**config.mk**
```make
export PLATFORM = sky130hd
export DESIGN_NAME = lab3_cache_batch_receive
export DESIGN_NICKNAME = d
export VERILOG_FILES = /design/src/rtl/lab3_cache_pkg.sv /design/src/rtl/vc_mem_msgs_pkg.sv /design/src/rtl/lab3_cache_line_assembler.sv /design/src/rtl/lab3_cache_batch_receive.sv
export SDC_FILE = /design/constraint.sdc
export NUM_CORES = 1
export LEC_CHECK = 0
export CAP_MARGIN = 30
export CORE_ASPECT_RATIO = 1.75
export CORE_MARGIN = 4
export CORE_UTILIZATION = 30
export DETAILED_ROUTE_END_ITERATION = 10
export GPL_TIMING_DRIVEN = 0
export PLACE_DENSITY = 0.56
export SYNTH_ARGS = -nofsm -noshare
export SYNTH_HDL_FRONTEND = slang
export SYNTH_SLANG_ARGS = --single-unit
```
**constraint.sdc**
```tcl
create_clock -name clk -period 8.4 [get_ports clk]
set_clock_uncertainty 0.05 [all_clocks]
set_input_delay 1.68 -clock clk [delete_from_list [all_inputs] [get_ports clk]]
set_output_delay 1.68 -clock clk [all_outputs]
set_load 0.02 [all_outputs]
```
**src/rtl/lab3_cache_pkg.sv**
```systemverilog
// rtl/lab3_cache_pkg.sv - line-width constants and FSM state type for the cache
// Purpose: words-per-line default, line/index width helpers, receive FSM states.
package lab3_cache_pkg;

  localparam int unsigned WORD_BITS      = 32;
  localparam int unsigned NWORDS_DEFAULT = 4;

  function automatic int unsigned line_bits(input int unsigned nwords);
    return WORD_BITS * nwords;
  endfunction

  function automatic int unsigned idx_bits(input int unsigned nwords);
    return $clog2(nwords);
  endfunction

  typedef enum logic {
    COLLECT = 1'b0,
    FULL    = 1'b1
  } recv_state_t;

endpackage

```
**src/rtl/vc_mem_msgs_pkg.sv**
```systemverilog
// rtl/vc_mem_msgs_pkg.sv - memory message types shared across vc components
// Purpose: defines the 4-byte memory response message and its type encodings.
package vc_mem_msgs_pkg;

  localparam logic [2:0] MEM_TYPE_READ  = 3'd0;
  localparam logic [2:0] MEM_TYPE_WRITE = 3'd1;

  typedef struct packed {
    logic [2:0]  type_;
    logic [7:0]  opaque;
    logic [1:0]  len;
    logic [31:0] data;
  } mem_resp_4B_t;

endpackage

```
**src/rtl/lab3_cache_line_assembler.sv**
```systemverilog
// rtl/lab3_cache_line_assembler.sv - per-slot data and present-bit storage for one line
// Purpose: writes words into indexed slots, tracks which slots hold data.
// Ports:
//   clk, reset   - clock, asynchronous active-high reset (clears present bits only)
//   wr_en        - write wr_data into slot wr_idx and mark it present
//   wr_idx       - slot index
//   wr_data      - 32-bit word
//   clear        - drop all present bits (line handed off)
//   present_hit  - the slot being written is already present
//   fill_done    - this write sets the last clear present bit
//   line         - concatenated slot data, slot i at [32i+31:32i]
//   count        - population count of present bits
module lab3_cache_line_assembler
  import lab3_cache_pkg::*;
#(
  parameter int p_nwords = NWORDS_DEFAULT
) (
  input  logic                               clk,
  input  logic                               reset,
  input  logic                               wr_en,
  input  logic [idx_bits(p_nwords)-1:0]      wr_idx,
  input  logic [31:0]                        wr_data,
  input  logic                               clear,
  output logic                               present_hit,
  output logic                               fill_done,
  output logic [line_bits(p_nwords)-1:0]     line,
  output logic [idx_bits(p_nwords):0]        count
);

  localparam int CNTW = idx_bits(p_nwords) + 1;

  logic [p_nwords-1:0] present_q;
  logic [p_nwords-1:0] wr_mask;
  logic [31:0]         data_q [p_nwords];

  always_comb begin
    wr_mask = '0;
    if (wr_en) wr_mask[wr_idx] = 1'b1;
  end

  assign present_hit = |(present_q & wr_mask);
  assign fill_done   = wr_en && (&(present_q | wr_mask));

  always_ff @(posedge clk or posedge reset) begin
    if (reset)      present_q <= '0;
    else if (clear) present_q <= '0;
    else            present_q <= present_q | wr_mask;
  end

  // Data is deliberately not reset or cleared; present bits alone define validity.
  always_ff @(posedge clk) begin
    if (wr_en) data_q[wr_idx] <= wr_data;
  end

  for (genvar i = 0; i < p_nwords; i++) begin : g_line
    assign line[32*i +: 32] = data_q[i];
  end

  always_comb begin
    count = '0;
    for (int i = 0; i < p_nwords; i++) count = count + CNTW'(present_q[i]);
  end

endmodule

```
**src/rtl/lab3_cache_batch_receive.sv**
```systemverilog
// rtl/lab3_cache_batch_receive.sv - collects word responses into one cache line
// Purpose: accepts memory responses in any order, slots them by opaque index,
//   and presents the full line once every slot has been filled.
// Optional: LAB3_CACHE_BATCH_RECV_CHECK_EN enables the sticky protocol error flag.
// Ports:
//   clk, reset                        - clock, asynchronous active-high reset
//   istream_val/istream_rdy/istream_msg - memory response stream (mem_resp_4B_t)
//   ostream_val/ostream_rdy/ostream_line - assembled line stream
//   count                             - number of distinct slots filled
//   error                             - sticky duplicate/non-read error flag
module lab3_cache_batch_receive
  import vc_mem_msgs_pkg::*;
  import lab3_cache_pkg::*;
#(
  parameter int p_nwords = NWORDS_DEFAULT
) (
  input  logic                           clk,
  input  logic                           reset,
  input  logic                           istream_val,
  output logic                           istream_rdy,
  input  mem_resp_4B_t                   istream_msg,
  output logic                           ostream_val,
  input  logic                           ostream_rdy,
  output logic [line_bits(p_nwords)-1:0] ostream_line,
  output logic [idx_bits(p_nwords):0]    count,
  output logic                           error
);

  localparam int IDXW = idx_bits(p_nwords);

  recv_state_t state_q, state_n;
  logic        wr_en;
  logic        clear;
  logic        present_hit;
  logic        fill_done;

  assign wr_en = istream_val && istream_rdy;

  lab3_cache_line_assembler #(.p_nwords(p_nwords)) u_asm (
    .clk         (clk),
    .reset       (reset),
    .wr_en       (wr_en),
    .wr_idx      (istream_msg.opaque[IDXW-1:0]),
    .wr_data     (istream_msg.data),
    .clear       (clear),
    .present_hit (present_hit),
    .fill_done   (fill_done),
    .line        (ostream_line),
    .count       (count)
  );

  always_ff @(posedge clk or posedge reset) begin
    if (reset) state_q <= COLLECT;
    else       state_q <= state_n;
  end

  // istream_rdy is low in FULL, so a word offered during handoff waits a cycle.
  always_comb begin
    state_n     = state_q;
    istream_rdy = 1'b0;
    ostream_val = 1'b0;
    clear       = 1'b0;
    case (state_q)
      COLLECT: begin
        istream_rdy = 1'b1;
        if (fill_done) state_n = FULL;
      end
      FULL: begin
        ostream_val = 1'b1;
        if (ostream_rdy) begin
          clear   = 1'b1;
          state_n = COLLECT;
        end
      end
      default: state_n = COLLECT;
    endcase
  end

`ifdef LAB3_CACHE_BATCH_RECV_CHECK_EN
  logic error_q;
  always_ff @(posedge clk or posedge reset) begin
    if (reset) error_q <= 1'b0;
    else if (wr_en && (present_hit || istream_msg.type_ != MEM_TYPE_READ)) error_q <= 1'b1;
  end
  assign error = error_q;

  logic unused_msg_bits;
  assign unused_msg_bits = ^{istream_msg.len, istream_msg.opaque[7:IDXW]};
`else
  assign error = 1'b0;

  logic unused_msg_bits;
  assign unused_msg_bits = ^{istream_msg.len, istream_msg.opaque[7:IDXW],
                             istream_msg.type_, present_hit};
`endif

endmodule

```
==> results of run 1 <==
==> metal layers <==
metal / track usage [%] / part of all wire (%)
met5: 0 / 0
met1: 11.5 / 31
met2: 26.2 / 61
met3: 4.23 / 5.5
met4: 6.93 / 2.6
==> flip-flops by register name, summed over array words and instances (netlist names) <==
name / count
u_asm.present_q: 4
state_q: 1
u_asm.data_q: 128
==> logic make-up (layout without fill, tap and decap cells) <==
kind of cell             count (synthesis)  in the layout  share of synthesized area, %
buffers and inverters                    8            215                         0.895
AND/OR/NAND/NOR                         11             11                          1.43
adder cells (fa/ha/maj)                  3              3                          1.07
other                                    1              1                        0.0894
AO/OA/AOI/OAI                           12             12                          1.91
flip-flops                             133            133                          94.6
==> worst min-delay path, cell delays in order (launching register included) <==
cell and delay, ps:
dfrtp_1 410, inv_1 70, o22ai_1 60
==> final cells by class <==
class,count,area [sq um],share of cell area (%)
Buffer,2,15.0,0.220
Clock buffer,18,429,6.28
Clock inverter,14,183,2.67
Inverter,6,22.5,0.330
Multi-Input combinational cell,27,203,2.97
Sequential cell,133,3970,58.1
Tap cell,174,218,3.19
Timing Repair Buffer,175,1790,26.2
==> cells in the final DEF, fill, tap and decap left out, types with 2 or more instances in the layout <==
cell             Yosys  layout
clkdlybuf4s50_1      0     169
edfxtp_1           128     128
clkbuf_16            0      17
inv_1                6       6
dfrtp_1              5       5
o22ai_1              4       4
bufinv_16            0       4
buf_6                0       4
a21oi_1              3       3
clkinv_2             0       3
clkinvlp_4           0       3
buf_4                2       2
nand2_1              2       2
and2b_1              2       2
and3_2               1       2
ha_1                 2       2
clkinv_1             0       2
inv_6                0       2
buf_16               0       2
==> metrics by stage <==
step / hold WS [ps] / cell area, sq um / power, uW / instances
after floorplan: 492 / 4200 / 951 / 168
after global placement: 531 / 6100 / 1090 / 511
after detailed placement: 528 / 6220 / 1100 / 517
after CTS: 535 / 6830 / 1860 / 549
after global routing: 569 / 6830 / 1910 / 549
final: 534 / 6830 / 1840 / 549
==> power groups by stage <==
stage	combinational [uW]	clock [uW]	sequential, uW
4_1_cts	287	770	805
3_5_place_dp	284	0	818
5_1_grt	300	802	810
6_report	283	754	805
3_3_place_gp	273	0	821
2_1_floorplan	94.4	0	856
==> synthesized netlist by cell type, types with 2 or more instances <==
| master | number |
|---|---|
| inv_1 | 6 |
| a21oi_1 | 3 |
| dfrtp_1 | 5 |
| o22ai_1 | 4 |
| nand2_1 | 2 |
| ha_1 | 2 |
| and2b_1 | 2 |
| buf_4 | 2 |
| edfxtp_1 | 128 |
| nor2_1 | 2 |
==> path summary, 6_finish.rpt <==
kind / from / endpoint / slack [ps] / depth (start not counted)
worst min-delay path: u_asm.present_q[1] / u_asm.present_q[1] / 530 / 2
worst min register to register: u_asm.present_q[1] / u_asm.present_q[1] / 530 / 2
worst max register to register: state_q / u_asm.data_q[0][1] / 6300 / 5
worst max-delay path: u_asm.present_q[0] / count[1] / 4280 / 4
min in group asynchronous: reset / u_asm.present_q[2] / 1430 / 2
max in group asynchronous: reset / u_asm.present_q[0] / 6680 / 2
==> summary.txt, run 1 <==
Setup path
  • Slowest stage cell, crit path: clkdlybuf4s50_1
  • CP max FO: 4
  • Crit path largest cell delay: ~600 ps
  • CP startpoint kind: flop
  • CP bufs+invs: 1
  • CP Class: flop to output pin
  • CP most frequent cell: ha_1
  • Worst setup EP type: output pin
  • WP data required: approximately 6700 ps
  • Crit-path cells: ha_1, fa_1, ha_1, clkdlybuf4s50_1
  • Worst path arrival time: around 2400 ps
  • Crit path max-delay family: adder cells

Clocking
  • Clock Tree Buf Depth: 2
  • CTS H-Tree Depth: 4
  • CTS root buffer: clkbuf_16
  • Setup bufs post-CTS: 0
  • Clock Pin Slew Worst Setup and Hold Paths: roughly 60 ps
  • CTS buffer count: 17
  • Clock sinks: ~130
  • Clock Latency Late Sink: between 400 and 500 ps
  • CTS tree: built
  • Resized cells post-CTS: 0
  • # hold bufs at CTS: 0

Placement
  • PortBufs: roughly 170
  • Pre-CTS setup slack: approximately 4600 ps
  • Final HPWL DP: 7590 um
  • GPL Wtd Cong: 0.745

Synth
  • Syn Area/Cell: between 20 and 25 sq um
  • Synth area leaders: edfxtp_1 (92%), dfrtp_1 (3.0%), ha_1 (0.60%), o22ai_1 (0.60%), inv_1 (0.54%)
  • Synth Flop Type: edfxtp_1
  • Post-synth ARST share: roughly 3.8%
  • Count of cell types in the netlist: 22
  • Yosys warnings: 0
  • Post-synth top area share: between 90% and 100%
  • Gate count of the mapped netlist: about 170
  • Yosys top cell by area: edfxtp_1
  • Post-synth EDFFs: between 100 and 150
  • Register area share after synthesis: 94.6%
  • Syn Std Cell Area: 0.00420 sq mm
  • Syn_nets: 220
  • Count of state elements after synthesis: ~130

Die
  • Core region area: around 0.014 sq mm
  • I/O Pins: ~180
  • Die area: 0.0160 sq mm
  • Die Wd: 97.4 um
  • Row count: 56
  • Die height: roughly 160 um
  • Initial Utilization: a little over 30%

Finish
  • Share of cells above drive strength 1: between 10% and 20%
  • Diodes inserted: 0
  • Final Util: about 50%
  • Nets: 414
  • Synthesis-to-finish area growth: 62.8%
  • Fillers: 1,134

STA
  • Slew @ Worst Pin: 894 ps
  • Setup TNS: 0 ps
  • Slew Limit Fails: 0
  • Fmax: around 240 MHz
  • Worst slew margin: approximately 40%
  • Period utilization: approximately half
  • RSZ-0062 raised after global routing: no
  • Fin. Hold Viols: 0
  • Final worst slack: 4280 ps
  • Minimum clock period: 4120 ps
  • Setup violations, final: 0

Pwr
  • PwrDens: 270 mW/mm^2
  • Cell Int Power: 1410 uW
  • Leak: ~0.0024 uW
  • Comb pwr share: between 15 and 20%
  • Switching part of the total: 23.6%
  • Seq pwr share: roughly 44%
  • Power share of the clock group: 40.9%
  • Maximum vdd drop: ~0.26 mV
  • Net Sw Power: about 440 uW

Run
  • MaxCap Viol Count: 0

Outcome
  • Status: finished, final reports clean

Drt
  • DR WL/cell: roughly 19 um
  • First drt pass iteration count: 4
  • Initial DRC count: between 80 and 90
  • Via density: between 4 and 5
  • DRC viols: 0
  • Final ANT Viol Nets: 0
  • Final WL: 10,400 um
  • DR vias: approximately 2,300

GRT
  • Largest net degree at the start of global routing: 33
  • GR Util All Layers: a little over an eighth
  • First-pass GRT wire length: ~15,000 um
  • Number of global-route vias before repair: ~2,400
  • Total grt overflow: 0
  • Initial antenna violation count: 0

Worst hold path
  • Min-delay worst type: flop to flop
Power figures use the tool's default switching activity.
==> run 2: changes to the inputs <==
Clock period 8.4 ns to 4.2 ns, I/O delays scaled along.
==> results of run 2 <==
The final DEF is identical to that of run 1. Status: finished, final reports clean.
Main changes from that run: setup slack after placement 4590 ps -> 1230 ps; setup slack after layout 4280 ps -> 918 ps; register-to-register setup slack 6300 ps -> 2100 ps; total power 1840 uW -> 3680 uW; worst IR drop on VDD 0.261 mV -> 0.521 mV
